==> config.mk <==
export PLATFORM = sky130hd
export DESIGN_NAME = prog_freq_div
export DESIGN_NICKNAME = d
export VERILOG_FILES = /design/src/rtl/prog_freq_div.sv
export SDC_FILE = /design/constraint.sdc
export NUM_CORES = 1
export LEC_CHECK = 0
export CAP_MARGIN = 20
export CORE_MARGIN = 2
export CORE_UTILIZATION = 50
export CTS_CLUSTER_DIAMETER = 50
export DETAILED_ROUTE_END_ITERATION = 10
export PLACE_DENSITY = 0.81
export SYNTH_ARGS = -nofsm -noshare
export SYNTH_HDL_FRONTEND = slang
export SYNTH_SLANG_ARGS = --single-unit
==> constraint.sdc <==
create_clock -name iClk -period 3.5 [get_ports iClk]
set_input_delay 0.35 -clock iClk [delete_from_list [all_inputs] [get_ports iClk]]
set_output_delay 0.35 -clock iClk [all_outputs]
set_load 0.01 [all_outputs]
==> src/rtl/prog_freq_div.sv <==
// Programmable frequency divider: tick pulse and 50% square output.
// The divisor can be reloaded at run time and takes effect only on a period boundary.
module prog_freq_div #(
  parameter int          WIDTH       = 26,
  parameter int unsigned DEFAULT_DIV = 50000000
) (
  input  logic             iClk,
  input  logic             iRst,
  input  logic             iEn,
  input  logic             iSync,
  input  logic             iLoad,
  input  logic [WIDTH-1:0] iDiv,
  input  logic             iMode,
  output logic             oTick,
  output logic             oSquare,
  output logic             oDiv,
  output logic             oLoadAck,
  output logic             oLoadErr,
  output logic [WIDTH-1:0] oCount
);

  localparam logic [WIDTH-1:0] DEF_DIV_C = WIDTH'(DEFAULT_DIV);
  localparam logic [WIDTH-1:0] ZERO_C    = {WIDTH{1'b0}};
  localparam logic [WIDTH-1:0] ONE_C     = {{(WIDTH-1){1'b0}}, 1'b1};

  logic [WIDTH-1:0] c_q,  c_d;
  logic [WIDTH-1:0] da_q, da_d;
  logic [WIDTH-1:0] dp_q, dp_d;
  logic             p_q,  p_d;
  logic             tick_q, tick_d;
  logic             sq_q,   sq_d;
  logic             ack_q,  ack_d;
  logic             err_q,  err_d;

  logic             tc_s;
  logic             div_nz_s;

  // Terminal count and divisor validity decode.
  always_comb begin
    tc_s     = (c_q == (da_q - ONE_C));
    div_nz_s = (iDiv != ZERO_C);
  end

  // Next-state logic; an older pending divisor is applied before a same-cycle load is captured.
  always_comb begin
    c_d    = c_q;
    da_d   = da_q;
    dp_d   = dp_q;
    p_d    = p_q;
    tick_d = 1'b0;
    sq_d   = sq_q;
    ack_d  = 1'b0;
    err_d  = 1'b0;

    if (iSync) begin
      c_d  = ZERO_C;
      sq_d = 1'b0;
      if (p_q) begin
        da_d  = dp_q;
        p_d   = 1'b0;
        ack_d = 1'b1;
      end else begin
        da_d  = da_q;
      end
    end else if (iEn) begin
      if (tc_s) begin
        c_d    = ZERO_C;
        tick_d = 1'b1;
        sq_d   = ~sq_q;
        if (p_q) begin
          da_d  = dp_q;
          p_d   = 1'b0;
          ack_d = 1'b1;
        end else begin
          da_d  = da_q;
        end
      end else begin
        c_d = c_q + ONE_C;
      end
    end else begin
      c_d = c_q;
    end

    if (iLoad && div_nz_s) begin
      dp_d = iDiv;
      p_d  = 1'b1;
    end else begin
      err_d = iLoad;
    end
  end

  // State registers with synchronous reset; reset drops any pending load silently.
  always_ff @(posedge iClk) begin
    if (iRst) begin
      c_q    <= ZERO_C;
      da_q   <= DEF_DIV_C;
      dp_q   <= DEF_DIV_C;
      p_q    <= 1'b0;
      tick_q <= 1'b0;
      sq_q   <= 1'b0;
      ack_q  <= 1'b0;
      err_q  <= 1'b0;
    end else begin
      c_q    <= c_d;
      da_q   <= da_d;
      dp_q   <= dp_d;
      p_q    <= p_d;
      tick_q <= tick_d;
      sq_q   <= sq_d;
      ack_q  <= ack_d;
      err_q  <= err_d;
    end
  end

  // Output mapping; oDiv follows iMode without a register stage.
  always_comb begin
    oTick    = tick_q;
    oSquare  = sq_q;
    oLoadAck = ack_q;
    oLoadErr = err_q;
    oCount   = c_q;
    if (iMode) begin
      oDiv = sq_q;
    end else begin
      oDiv = tick_q;
    end
  end

endmodule

======== Yosys cells after proc, flatten, opt, wreduce, memory -nomap -nowiden ========
Index checks and enable logic that the tools add are counted.
operators by class
  add/sub/neg operators ................... 2
  eq/ne operators ......................... 1
  muxes and demuxes ....................... 15
  bitwise logic cells ..................... 2
  reductions and logical operators ........ 12
operators by type and width
  cell                                                                  number
  26-bit two-way mux                                                    5
  26-bit by 1-bit adder with 26-bit output, second input constant       1
  26-bit == test                                                        1
  26-bit nonzero test                                                   1
  26-bit by 1-bit subtractor with 26-bit output, second input constant  1
  1-bit two-way mux                                                     10
  2-bit AND reduction                                                   3
  3-bit nonzero test                                                    2
  2-bit nonzero test                                                    2
  2-bit OR reduction                                                    2
  3-bit OR reduction                                                    1
  1-bit NOT                                                             2
  1-bit logical AND                                                     1
storage, ports and cells
  register bits after elaboration ......... 83
  bits of input ports ..................... 32
  logic and storage cells ................. 40

======== Logic depth before layout (Yosys ltp) ========
  depth after elaboration ................. 6
  mapped depth ............................ 11

======== Worst setup path before layout ========
OpenSTA, ideal clock, no wires.
  path kind ............................... flip-flop to flip-flop
  start ................................... reg da_q[15]
  end ..................................... reg da_q[12]
  setup time .............................. 0.072 ns
  arrival time ............................ 2.897 ns
  data required time ...................... 3.428 ns
  slack ................................... 0.532 ns
  cell stages (with the launch flop) ...... 11
  buffers on the path ..................... 3
  period minus slack after synthesis ...... 2.968 ns
  cells stage by stage .................... dfxtp_1 -> buf_2 -> or4_4 -> or3_1 -> a21o_1 -> a2111oi_1 -> o21ai_1 -> o41ai_2 -> buf_6 -> buf_12 -> mux2i_1
between the ends
  cells in the longest elaborated chain, start to end .. 4
ends and longest elaborated chain
  element                                        RTL line  RTL
  start: declaration                             27        logic [WIDTH-1:0] da_q, da_d;
  start signal: assignment                       96        da_q <= DEF_DIV_C;
  start signal: assignment                       105       da_q <= da_d;
  26-bit by 1-bit subtractor with 26-bit output  40        tc_s = (c_q == (da_q - ONE_C));
  26-bit == test                                 40
  2-bit nonzero test (no source line)            n/a
  2-bit AND reduction (no source line)           n/a
No other way between the ends.
A chain may end at the register's enable or synchronous reset.

======== Worst setup path after layout ========
  start ................................... reg da_q[1]
  end ..................................... reg da_q[17]
Same word-level chain as after synthesis.

==> impl_table.tex <==
\begin{tabular}{lr}
\hline
Metric & Value \\
\hline
\multicolumn{2}{l}{\textbf{Power}} \\
Power density over cell area & 344 nW/um2 \\
Total chip power & 1910 uW \\
Internal power & 1410 uW \\
Proportion of total power due to net switching & 26.3\% \\
Share of total power in sequential cells & 52.2\% \\
Fraction of power consumed by combinational cells & 9.9\% \\
Clock network power share & 37.8\% \\
Net switching power of the design & 502 uW \\
Leakage power of the design & 0.00196 uW \\
Worst voltage drop across the vdd grid & 233 uV \\
\multicolumn{2}{l}{\textbf{Setup path}} \\
Critical path data arrival time & 3.56 ns \\
Data required, critical path & 3.78 ns \\
CP bufs+invs & 2 \\
Depth of the most critical reg-to-reg path & 10 \\
Depth of the critical timing path with buffers and inverters included & 10 \\
Kind of critical path & flop to flop \\
Slowest stage cell, crit path & sky130\_fd\_sc\_hd\_\_or4b\_2 \\
CP max stage delay & 0.63 ns \\
Ordered list of cells on the worst path & inv\_1, ha\_1, or4b\_2, o21ai\_0, a21o\_1, and4\_1, nand4\_1, o41ai\_4, buf\_12, mux2i\_1 \\
CP startpoint kind & flop \\
Endpoint class of the critical path & flop \\
Maximum fanout count along the critical path & 27 \\
Worst path top cell family by delay & simple AND/OR/NAND/NOR gates \\
\multicolumn{2}{l}{\textbf{Clock network}} \\
Total clock buffers created by CTS & 9 \\
TritonCTS clock tree & yes \\
CTS Root Buffer Type & sky130\_fd\_sc\_hd\_\_clkbuf\_8 \\
Post-CTS Hold Fix Bufs & 0 \\
Skew-Pair Late Insertion Delay & 0.36 ns \\
Number of sinks handled by clock tree synthesis & 83 \\
Register clock-pin slew on the reported worst setup and hold paths & 0.09 ns \\
Post-CTS setup buffers & 0 \\
Max clock buf depth & 2 \\
Total of cells resized after clock tree synthesis & 0 \\
Number of levels in the clock H-tree & 3 \\
\multicolumn{2}{l}{\textbf{Route}} \\
Routed wl met2 & 4940 um \\
Drt total wl & 11000 um \\
Detailed route wirelength on metal3 & 568 um \\
Via count & 4087 \\
Top layer in use & met4 \\
Post-route DRC violation count & 0 \\
Wirelength per Cell & 15.4 um \\
Starting DRT DRC Count & 225 \\
DR vias/cell & 5.75 \\
Length of routed wiring on met1 & 5250 um \\
Number of detailed-route iterations in the first pass & 4 \\
Antenna Nets Post-Route & 0 \\
\multicolumn{2}{l}{\textbf{Run status}} \\
Run status & finished clean \\
\multicolumn{2}{l}{\textbf{Layout}} \\
Share of layout cells above drive strength 1 & 8.00\% \\
Footprint of the multi-input gates & 2740 um2 \\
Nets@finish & 629 \\
Total inserted antenna cells & 0 \\
Layout Area Growth over Synthesis & 20.3\% \\
Fill cell count & 818 \\
Register Area & 1660 um2 \\
\multicolumn{2}{l}{\textbf{Logic synthesis}} \\
Post-synthesis cell type count & 60 \\
Top area cells in the synthesized netlist & sky130\_fd\_sc\_hd\_\_dfxtp\_1 (36\%), sky130\_fd\_sc\_hd\_\_mux2i\_1 (7.6\%), sky130\_fd\_sc\_hd\_\_xnor2\_1 (6.1\%) \\
Proportion of netlist area held by the largest area contributor & 36.0\% \\
Share of synthesized flip-flops with an asynchronous set or reset & 0\% \\
Largest area contributor in the synthesized netlist & sky130\_fd\_sc\_hd\_\_dfxtp\_1 \\
Post-synth top flop & sky130\_fd\_sc\_hd\_\_dfxtp\_1 \\
Most instantiated cells after synthesis & sky130\_fd\_sc\_hd\_\_dfxtp\_1 (83), sky130\_fd\_sc\_hd\_\_nor2\_1 (62), sky130\_fd\_sc\_hd\_\_mux2i\_1 (35), sky130\_fd\_sc\_hd\_\_nor3\_1 (35), sky130\_fd\_sc\_hd\_\_xnor2\_1 (32) \\
Count of mapped cells out of synthesis & 538 \\
Number of synthesis warnings & 0 \\
Sequential share of the synthesized area & 36.0\% \\
Number of synthesized register bits & 83 \\
Synthesized Nets & 572 \\
Synthesized area per cell & 8.57 um2 \\
Mapped Area & 4610 um2 \\
Number of flops mapped to enable cells by yosys & 0 \\
Library cell with the highest instance count after synthesis & sky130\_fd\_sc\_hd\_\_dfxtp\_1 \\
\multicolumn{2}{l}{\textbf{Timing}} \\
Max Freq & 305 MHz \\
Worst Clk Skew & 0.0145 ns \\
Transition time of the tightest slew-check pin & 0.694 ns \\
Setup repair after global routing missed its margin & no \\
Final-report max-slew violation count & 0 \\
Share of the cycle needed by the critical path after routing & 93.7\% \\
Final Setup Violations & 0 \\
Setup TNS & 0 ns \\
Fin crit period & 3.28 ns \\
Normalized max-slew margin & 53.3\% \\
Hold violation count in the final report & 0 \\
\multicolumn{2}{l}{\textbf{Global route}} \\
Total global-route track usage & 22.2\% \\
Overflow left after global routing & 0 \\
Pin count of the biggest net entering global routing & 48 \\
Antenna violations before repair & 0 \\
Via count of the first global-routing pass & 3755 \\
Global-route wire length before repair & 17900 um \\
\multicolumn{2}{l}{\textbf{Flow run}} \\
Count of max-cap constraint violations & 0 \\
\multicolumn{2}{l}{\textbf{Floorplan}} \\
Total number of placement rows & 35 \\
Die span in y & 100 um \\
Die Area & 10000 um2 \\
Top-level port count & 63 \\
Overall die width & 100 um \\
Initial core utilization & 50.6\% \\
Core Area & 9110 um2 \\
\multicolumn{2}{l}{\textbf{Placement}} \\
Final HPWL from detailed placement & 8220 um \\
GP Congestion & 1.02 \\
Input/output buffers & 62 \\
\multicolumn{2}{l}{\textbf{Hold path}} \\
Worst min-delay path category & input port to flop \\
Worst Hold Depth & 2 \\
\hline
\end{tabular}
layout make-up:
class | instances | share of cell area [%]
Clock inverter | 6 | 1.31
Tap cell | 111 | 2.51
Inverter | 21 | 1.42
Timing Repair Buffer | 75 | 13.1
Clock buffer | 10 | 2.30
Multi-Input combinational cell | 405 | 49.4
Sequential cell | 83 | 30.0
routing by layer:
layer  track usage (%)  up-vias
met1              31.3     1900
met2              35.6      136
met5                 0        -
met3              3.06       19
li1                  -     2032
met4              6.74        0
registers in the layout, indices dropped and copies added, names as in the netlist:
| name | count |
|---|---|
| oSquare | 1 |
| oTick | 1 |
| da_q | 26 |
| oLoadAck | 1 |
| oLoadErr | 1 |
| dp_q | 26 |
| oCount | 26 |
| p_q | 1 |
power groups by stage:
stage	clock (uW)	combinational [uW]	sequential [uW]
floorplan	0	125	1010
global placement	0	186	1020
detailed placement	0	189	1020
CTS	734	190	996
global route	768	209	1000
finish	722	190	997
per-stage QoR:
stage	std cells	util, %	cell area (um2)	hold slack, ns	setup WS (ns)
CTS	711	60.7	5530	0.425	0.0461
floorplan	538	-	4610	0.436	0.532
global route	711	60.9	5540	0.461	0.00583
finish	711	60.9	5540	0.437	0.221
detailed placement	695	58.5	5330	0.450	0.0985
global placement	695	58.5	5330	0.446	0.240
worst paths after layout:
kind | to | start | slack, ns
worst min register to register | dp_q[18] | dp_q[18] | 0.46
worst max-delay path | da_q[17] | da_q[1] | 0.22
worst max register to register | da_q[17] | da_q[1] | 0.22
worst min-delay path | dp_q[5] | iRst | 0.44
worst reg2reg max path: stages (launching register included):
cell	delay, ns
sky130_fd_sc_hd__dfxtp_1	0.37
sky130_fd_sc_hd__inv_1	0.08
sky130_fd_sc_hd__ha_1	0.26
sky130_fd_sc_hd__or4b_2	0.63
sky130_fd_sc_hd__o21ai_0	0.30
sky130_fd_sc_hd__a21o_1	0.19
sky130_fd_sc_hd__and4_1	0.17
sky130_fd_sc_hd__nand4_1	0.25
sky130_fd_sc_hd__o41ai_4	0.47
sky130_fd_sc_hd__buf_12	0.26
sky130_fd_sc_hd__mux2i_1	0.23
cell usage in the layout, fill, tap and decap left out, types with 3 or more instances in the layout:
cell,count
sky130_fd_sc_hd__and3_1,5
sky130_fd_sc_hd__nand2b_1,29
sky130_fd_sc_hd__nand4_1,19
sky130_fd_sc_hd__a31oi_1,3
sky130_fd_sc_hd__nor2b_1,3
sky130_fd_sc_hd__clkbuf_8,9
sky130_fd_sc_hd__buf_4,12
sky130_fd_sc_hd__nor4_1,12
sky130_fd_sc_hd__a21oi_1,15
sky130_fd_sc_hd__mux2i_1,35
sky130_fd_sc_hd__o31ai_1,3
sky130_fd_sc_hd__nor3_1,35
sky130_fd_sc_hd__xnor2_1,32
sky130_fd_sc_hd__nand2_1,28
sky130_fd_sc_hd__nand3_1,13
sky130_fd_sc_hd__and4_1,5
sky130_fd_sc_hd__or3_1,8
sky130_fd_sc_hd__nor3b_1,6
sky130_fd_sc_hd__o311ai_0,4
sky130_fd_sc_hd__dfxtp_1,83
sky130_fd_sc_hd__a21o_1,5
sky130_fd_sc_hd__clkdlybuf4s50_1,61
sky130_fd_sc_hd__xor2_1,20
sky130_fd_sc_hd__inv_1,21
sky130_fd_sc_hd__o21ai_0,8
sky130_fd_sc_hd__a211o_1,11
sky130_fd_sc_hd__or4b_2,3
sky130_fd_sc_hd__nor2_1,62
sky130_fd_sc_hd__a211oi_1,4
cell families (layout without fill, tap and decap cells):
kind of cell / Yosys count / count (layout) / synth area share, %
buf+inv: 50 / 112 / 5.18
flops: 83 / 83 / 36.0
mux: 36 / 36 / 7.84
compound gates: 67 / 67 / 10.6
xor+xnor: 52 / 52 / 9.88
simple gates: 248 / 248 / 29.9
fa+ha+maj: 2 / 2 / 0.543
Note: power is estimated with default switching activity, not from simulation.
